==> src/rtl/dcache_burst.sv <==
`default_nettype none
// ============================================================================
// Module   : dcache_burst
// Purpose  : Direct-mapped, write-through, no-write-allocate data cache with
//            multi-word lines refilled one beat at a time. Supports
//            byte-strobed stores, single-cycle invalidate-all (flush) and
//            free-running read hit/miss counters. One memory transaction at
//            a time, sequenced by a four-state FSM.
// Ports    : clk, reset (async, active-low)
//            core side  : read_request, write_request, flush, addr,
//                         write_data, write_strobe -> response, read_data
//            memory side: memory_read_request, memory_write_request,
//                         memory_addr, memory_write_data,
//                         memory_write_strobe <- memory_response,
//                         memory_read_data
//            statistics : hit_count, miss_count
// Revision : 1.0 - multi-word line cache with burst refill
// ============================================================================
module dcache_burst #(
  parameter int NUM_LINES  = 16,
  parameter int LINE_WORDS = 4
) (
  input  logic        clk,
  input  logic        reset,
  input  logic        read_request,
  input  logic        write_request,
  input  logic        flush,
  input  logic [31:0] addr,
  input  logic [31:0] write_data,
  input  logic [3:0]  write_strobe,
  output logic        response,
  output logic [31:0] read_data,
  output logic        memory_read_request,
  output logic        memory_write_request,
  input  logic        memory_response,
  output logic [31:0] memory_addr,
  output logic [31:0] memory_write_data,
  output logic [3:0]  memory_write_strobe,
  input  logic [31:0] memory_read_data,
  output logic [31:0] hit_count,
  output logic [31:0] miss_count
);

  localparam int C_OFF_W = $clog2(LINE_WORDS);
  localparam int C_IDX_W = $clog2(NUM_LINES);
  localparam int C_TAG_W = 30 - C_OFF_W - C_IDX_W;
  localparam int C_WORDS = NUM_LINES * LINE_WORDS;
  localparam logic [C_OFF_W-1:0] C_LAST_BEAT = C_OFF_W'(LINE_WORDS - 1);

  typedef enum logic [1:0] {
    ST_IDLE   = 2'd0,
    ST_REFILL = 2'd1,
    ST_WRITE  = 2'd2,
    ST_RESP   = 2'd3
  } state_t;

  // --------------------------------------------------------------------------
  // State and storage
  // --------------------------------------------------------------------------
  state_t                r_state;
  logic [C_OFF_W-1:0]    r_beat;
  logic [NUM_LINES-1:0]  r_valid;
  logic [31:0]           r_read_data;
  logic [31:0]           r_hit_count;
  logic [31:0]           r_miss_count;
  logic [C_TAG_W-1:0]    r_tag_mem  [NUM_LINES];
  logic [31:0]           r_data_mem [C_WORDS];

  // --------------------------------------------------------------------------
  // Address decode and lookup
  // --------------------------------------------------------------------------
  logic [C_OFF_W-1:0]          w_off;
  logic [C_IDX_W-1:0]          w_idx;
  logic [C_TAG_W-1:0]          w_tag;
  logic [C_IDX_W+C_OFF_W-1:0]  w_word_sel;
  logic [C_IDX_W+C_OFF_W-1:0]  w_refill_sel;
  logic [31:0]                 w_cached_word;
  logic [31:0]                 w_merged;
  logic                        w_hit;
  logic                        w_in_idle;
  logic                        w_do_write;
  logic                        w_do_read;
  logic                        w_refill_beat;
  logic                        w_unused;

  assign w_off = addr[C_OFF_W+1:2];
  assign w_idx = addr[C_OFF_W+C_IDX_W+1:C_OFF_W+2];
  assign w_tag = addr[31:C_OFF_W+C_IDX_W+2];

  // Byte offset within the word plays no part in the lookup.
  assign w_unused = &{1'b0, addr[1:0]};

  assign w_word_sel    = {w_idx, w_off};
  assign w_refill_sel  = {w_idx, r_beat};
  assign w_cached_word = r_data_mem[w_word_sel];
  assign w_hit         = r_valid[w_idx] && (r_tag_mem[w_idx] == w_tag);

  // Flush outranks stores, stores outrank loads.
  assign w_in_idle     = (r_state == ST_IDLE);
  assign w_do_write    = w_in_idle && !flush && write_request;
  assign w_do_read     = w_in_idle && !flush && !write_request && read_request;
  assign w_refill_beat = (r_state == ST_REFILL) && memory_response;

  // Store data merged byte-wise into the currently cached word.
  always_comb begin
    w_merged = w_cached_word;
    for (int b = 0; b < 4; b++) begin
      if (write_strobe[b]) begin
        w_merged[8*b +: 8] = write_data[8*b +: 8];
      end
    end
  end

  // --------------------------------------------------------------------------
  // Data and tag arrays (no reset; validity is tracked by r_valid)
  // --------------------------------------------------------------------------
  always_ff @(posedge clk) begin
    if (reset) begin
      if (w_do_write && w_hit) begin
        r_data_mem[w_word_sel] <= w_merged;
      end
      if (w_refill_beat) begin
        r_data_mem[w_refill_sel] <= memory_read_data;
      end
      // The tag is written at miss time; the line stays invalid until the
      // last beat lands, so a partially refilled line can never hit.
      if (w_do_read && !w_hit) begin
        r_tag_mem[w_idx] <= w_tag;
      end
    end
  end

  // --------------------------------------------------------------------------
  // Control FSM, valid bits, load data and counters
  // --------------------------------------------------------------------------
  always_ff @(posedge clk or negedge reset) begin
    if (!reset) begin
      r_state      <= ST_IDLE;
      r_beat       <= '0;
      r_valid      <= '0;
      r_read_data  <= '0;
      r_hit_count  <= '0;
      r_miss_count <= '0;
    end else begin
      case (r_state)
        ST_IDLE: begin
          if (flush) begin
            r_valid <= '0;
          end else if (write_request) begin
            r_state <= ST_WRITE;
          end else if (read_request) begin
            if (w_hit) begin
              r_read_data <= w_cached_word;
              r_hit_count <= r_hit_count + 32'd1;
              r_state     <= ST_RESP;
            end else begin
              r_miss_count   <= r_miss_count + 32'd1;
              r_valid[w_idx] <= 1'b0;
              r_beat         <= '0;
              r_state        <= ST_REFILL;
            end
          end
        end

        ST_REFILL: begin
          if (memory_response) begin
            // The requested word is captured as it streams past.
            if (r_beat == w_off) begin
              r_read_data <= memory_read_data;
            end
            if (r_beat == C_LAST_BEAT) begin
              r_valid[w_idx] <= 1'b1;
              r_state        <= ST_RESP;
            end else begin
              r_beat <= r_beat + C_OFF_W'(1);
            end
          end
        end

        ST_WRITE: begin
          if (memory_response) begin
            r_state <= ST_RESP;
          end
        end

        ST_RESP: begin
          r_state <= ST_IDLE;
        end

        default: begin
          r_state <= ST_IDLE;
        end
      endcase
    end
  end

  // --------------------------------------------------------------------------
  // Outputs: decoded from registered state only, so they drop to zero the
  // moment reset forces the FSM back to IDLE.
  // --------------------------------------------------------------------------
  assign response             = (r_state == ST_RESP);
  assign read_data            = r_read_data;
  assign hit_count            = r_hit_count;
  assign miss_count           = r_miss_count;
  assign memory_read_request  = (r_state == ST_REFILL);
  assign memory_write_request = (r_state == ST_WRITE);

  always_comb begin
    memory_addr         = 32'd0;
    memory_write_data   = 32'd0;
    memory_write_strobe = 4'd0;
    if (r_state == ST_REFILL) begin
      memory_addr = {w_tag, w_idx, r_beat, 2'b00};
    end else if (r_state == ST_WRITE) begin
      memory_addr         = {addr[31:2], 2'b00};
      memory_write_data   = write_data;
      memory_write_strobe = write_strobe;
    end
  end

endmodule
`default_nettype wire

==> config.mk <==
export PLATFORM = sky130hd
export DESIGN_NAME = dcache_burst
export DESIGN_NICKNAME = d
export VERILOG_FILES = /design/src/rtl/dcache_burst.sv
export SDC_FILE = /design/constraint.sdc
export NUM_CORES = 2
export LEC_CHECK = 0
export BUFFER_PORTS_ARGS = -buffer_cell sky130_fd_sc_hd__clkbuf_2
export CORE_ASPECT_RATIO = 1.1
export CORE_MARGIN = 1.5
export CORE_UTILIZATION = 55
export DETAILED_ROUTE_END_ITERATION = 16
export PLACE_DENSITY = 0.72
export SLEW_MARGIN = 20
export SYNTH_ARGS = -nofsm -noshare
export SYNTH_HDL_FRONTEND = slang
export SYNTH_SLANG_ARGS = --single-unit
==> constraint.sdc <==
create_clock -name clk -period 6.81 [get_ports clk]
set_clock_uncertainty 0.1 [all_clocks]
set_input_delay 0.681 -clock clk [delete_from_list [all_inputs] [get_ports clk]]
set_output_delay 0.681 -clock clk [all_outputs]
set_load 0.03 [all_outputs]
## Word level (Yosys, flattened, before mapping)

Memories as Yosys holds them, arrays and structs flattened.
Index checks and enable logic that the tools add are counted.

- Bits of input ports: 106
- RAM bits: 2432
- Register bits: 116
- Output and inout bits: 167
- Memories kept: 2

Memories:

| name | words | width | rd ports | clocked after memory_dff | write ports | line | RTL |
|---|---|---|---|---|---|---|---|
| r_data_mem | 64 | 32 | 1 | 0 | 1 | 67 | `logic [31:0] r_data_mem [C_WORDS];` |
| r_tag_mem | 16 | 24 | 1 | 0 | 1 | 66 | `logic [C_TAG_W-1:0] r_tag_mem [NUM_LINES];` |

- Bitwise gates (word level): 6
- Reduce and logical (&&, ||, !) cells: 21
- Multiplexer cells: 55
- Equal/unequal tests: 20
- Magnitude comparators: 2
- Add/subtract/negate cells: 3

Operators with widths:

| kind | count |
|---|---|
| two-way mux 32 bit | 11 |
| two-way mux 16 bit | 6 |
| adder 32 x 1 -> 32 bit, second input constant | 2 |
| case mux 32 bit (2 select lines) | 1 |
| two-way mux 8 bit | 4 |
| case mux 16 bit (2 select lines) | 1 |
| OR reduction 32 bit | 1 |
| two-way mux 2 bit | 13 |
| equality test 24 bit | 1 |
| AND 16 bit | 1 |
| NOT 16 bit | 1 |
| OR 16 bit | 1 |
| AND reduction 5 bit | 3 |
| AND reduction 7 bit | 2 |
| two-way mux 1 bit | 12 |
| != test 2 bit, second input constant | 6 |
| != test 3 bit, second input constant | 4 |
| logical AND 1 bit | 9 |
| two-way mux 4 bit | 2 |
| != test 2 x 1 -> 1 bit, second input constant | 4 |
| case mux 2 bit (4 select lines) | 1 |
| equality test 2 bit, second input constant | 3 |
| two-way mux 6 bit | 1 |
| AND reduction 6 bit | 1 |
| other kinds (12) | 16 |

## Logic depth before layout (Yosys ltp)

- Depth in word-level cells: 11
- Gate-level depth with buffers: 16
- Mapped depth without buffers: 10

## Worst setup path before layout

No wires, ideal clock.

- Kind: in2reg
- Start point: input addr[2]
- End point: memory r_data_mem[0][7], data pin
- Arrival time: 5.817 ns
- Slack: 0.192 ns
- Setup time: 0.702 ns
- Stages: 12
- Path buffers: 6
- Path through: buf_2 -> buf_2 -> buf_2 -> buf_2 -> buf_2 -> buf_1 -> mux4_2 -> a211oi_1 -> a31o_2 -> nor2_1 -> a21oi_1 -> o21ai_0

- Cells in the longest elaborated chain, start to end: 3

RTL lines:

| item | line | RTL |
|---|---|---|
| start, declared | 28 | `input logic [31:0] addr,` |
| memory (64 x 32 bit) | n/a |  |
| two-way mux 8 bit | 108 | `if (write_strobe[b]) begin` |
| two-way mux 32 bit (no source line) | n/a |  |
| end, declared | 67 |  |

Every way passes these cells.

## Final worst setup path

- Start point: input addr[5]
- End point: memory r_data_mem[24][6] (enable)

- Cells in the longest elaborated chain, start to end: 8
- Elaborated cells on any way between the ends: 11
- Classes of those cells: eq/ne (1); mux (7); reduce/logical (2); memory (1)

RTL lines:

| item | line | RTL |
|---|---|---|
| memory (16 x 24 bit) or binary-select mux 1 bit (select 4 bit) (tied branches) | n/a |  |
| equality test 24 bit or two-way mux 1 bit (tied branches) | 96 | `assign w_hit = r_valid[w_idx] && (r_tag_mem[w_idx] == w_tag);` |
| logical AND 1 bit | 96 |  |
| logical AND 1 bit | 119 | `if (w_do_write && w_hit) begin` |
| two-way mux 1 bit | 119 |  |
| two-way mux 1 bit | 118 | `if (reset) begin` |
| two-way mux 1 bit (implied by the code) | 120 | `r_data_mem[w_word_sel] <= w_merged;` |
| two-way mux 1 bit (no source line) | n/a |  |

Several ways; a longest one is shown, not always the timed one. The select of a mux whose other input is x is not followed.

==> results.cfg <==
[setup_path]
r2r_cells = 9
r2r-start = r_tag_mem[6][6]$_DFFE_PP_
setup.worst_path.start_class = input pin
cp_slowest_cell = nor2b_1
crit_type = in2reg
crit_arrival_ns = 5.93
cp-end-kind = flop
slowest_delay_ns = 0.85
critical_path.startpoint = addr[5]
rrSetupSlack_ns = 1.72
crit_fanout = 29
r2r-end = r_data_mem[24][6]$_DFFE_PP_
crit_chain = clkbuf_8 > nor2b_1 > a22oi_1 > a21oi_1 > o2111ai_1 > o41a_1 > or4_1 > nor4_4 > nand2_2 > a21oi_4 > buf_12
worstPathRequired_ns = 7.27

[min_path]
min_from = memory_read_data[3]
min_path_cells = 3
hold_class = in2reg
hold_end = read_data[3]$_DFFE_PN0P_

[global_route]
grt_pass1_wl_mm = 379
grt_overflow = 0
antenna_found_initial = 18
grt_max_degree = 77
first_global_vias = 52700
grt_usage_pct = 28.9

[job]
drv_cap = 0

[synth]
netlist_instances = 4742
synth-edff-count = 2432
yosysWarnings = 0
ys_seq_elements = 2548
synth.most_common_cell = edfxtp_1
synth_top_area_share_pct = 72.8
ys.flop_type = edfxtp_1
syn_area_um2 = 100000
synthTopCellsByCount = 2432 x edfxtp_1, 639 x mux4_2, 172 x mux2i_1
syn_area_per_cell_um2 = 21.1
yosysUniqueCellTypes = 74
synth_area_leader_cell = edfxtp_1
synthTopCellsByArea = edfxtp_1 73%, mux4_2 14%, dfrtp_1 2.9%
async_reset_ff_share_pct = 4.55
yosysSeqAreaShare_pct = 75.7

[die]
row_count = 164
pin_count = 273
die-area_um2 = 185000
die_h_um = 451
core_um2 = 181000
die_w_um = 410
start_util_pct = 55.3

[layout]
area_delta_synth_final_pct = 14.9
fin_util_pct = 63.5
drive_above_1_share_pct = 31.9
fin_nets = 5391

[routing]
drt-wirelength-per-cell_um = 33.7
drc = 0
vias = 53000
drt-total-wl_mm = 267
detail_route.vias_per_cell = 6.70
first_iter_violations = 7722
dr.pass1.iters = 5
route.antenna.remaining_nets = 0

[timing]
period_needed_ns = 5.47
tightest_slew_ns = 1.12
rsz0062_at_grt = no
slew_headroom_pct = 24.5
finalSetupViolations = 0
finalHoldViolations = 0
fin_tns_setup_ns = 0
maxSlewViolCount = 0
period_share_pct = 80.3
fmax_ghz = 0.183

[place]
port_buffers = 268
gp_congestion = 0.886
place_hpwl_mm = 161

[power_and_ir_drop]
irDropWorstVdd_uv = 319
powerDensity_nw_per_um2 = 309
p_leak_nw = 37.8

[outcome]
status = complete, no violations

[clocking]
root_buffer = clkbuf_16
clk_pin_slew_ns = 0.07
clock-sinks = 2548
cts.htree.levels = 4
cts_buffers = 238
cts_tree = yes
cts_setup_buffers = 0
clock_latency_ns = 0.90
clk_path_buf_depth = 3
cts_resized = 0
[state kept, by name (all words and copies together) (netlist names)]
register and flops:
r_data_mem 2048, r_tag_mem 384, hit_count 32, miss_count 32, read_data 32, r_valid 16, r_beat 2, r_state 2
[worst max path at each step]
stage	end	slack, ns	cells after the start
2_1_floorplan	r_data_mem[0][7]$_DFFE_PP_	0.19	12
3_3_place_gp	r_data_mem[24][6]$_DFFE_PP_	0.59	12
3_5_place_dp	r_data_mem[24][6]$_DFFE_PP_	0.57	12
4_1_cts	r_data_mem[24][6]$_DFFE_PP_	1.48	12
5_1_grt	r_data_mem[24][6]$_DFFE_PP_	1.28	12
6_report	r_data_mem[24][6]$_DFFE_PP_	1.34	11
[critical path: cells and delay by family]
family | cells | cell delay (ns)
AND/OR/NAND/NOR | 4 | 2.71
buffers and inverters | 2 | 0.59
AO/OA/AOI/OAI | 5 | 1.84
[power breakdown]
part	internal, mW	total, mW	leakage, nW	switching (mW)
logic	1.15	4.02	10.5	2.86
registers	18.0	18.1	23.4	0.120
clock network	7.66	13.5	3.85	5.80
[stage by stage]
stage                     total power [mW]  setup WS, ns  instances  instance area (µm²)  hold slack, ns
after floorplan                       20.8         0.192       4743               100000           0.285
after global placement                22.3         0.587       7438               107000           0.361
after detailed placement              22.4         0.573       7438               107000           0.369
after CTS                             35.7          1.48       7891               115000         0.00652
after global routing                  36.5          1.28       7893               115000          0.0522
final                                 35.6          1.34       7900               115000          0.0637
[area by class of cell]
cell class                 count  area, µm²
multi-input combinational   1903      24300
clock buffer                 289       6250
timing repair buffer         562       3990
inverter                      25       97.6
antenna                        9       22.5
fill                       11900      66200
sequential                  2548      75900
clock inverter               157       1630
tap                         2407       3010
[logic make-up after synthesis]
family                     after synthesis  synth area share, %
DFF                                   2548                 75.7
muxes                                  885                 16.9
and+or+nand+nor                        521                 2.60
AOI/OAI and AO/OA                      398                 2.68
buffers and inverters                  292                 1.23
xor gates and xnor gates                90                0.786
adders and majority gates                7               0.0873
other                                    1              0.00374
[routing by layer]
metal	share of wire (%)	routed length [µm]	track usage, %
met3	12	32200	7.67
met5	0.030	81	0
met1	37	98300	39.7
met4	3.3	8880	9.75
met2	48	127000	45.3
[cells in the final DEF (no fill, tap or decap), types with 31 or more instances in the layout]
master / instances
a21oi_4: 90
a22oi_1: 76
and2_1: 44
and3_1: 35
buf_4: 258
clkbuf_1: 46
clkbuf_16: 243
clkbuf_2: 261
clkinv_1: 49
clkinv_2: 51
dfrtp_1: 116
edfxtp_1: 2432
mux2_2: 72
mux2i_1: 172
mux4_2: 639
nand2_1: 142
nand3_1: 46
nor2_1: 96
nor3_1: 31
o21ai_0: 38
xnor2_1: 54
xor2_1: 36
[timing repair]
action,in CTS,in global routing
endpoints found under the hold margin,50,0
endpoints found under the setup margin,0,0
hold buffers,7,0
(Power assumes the default switching activity.)
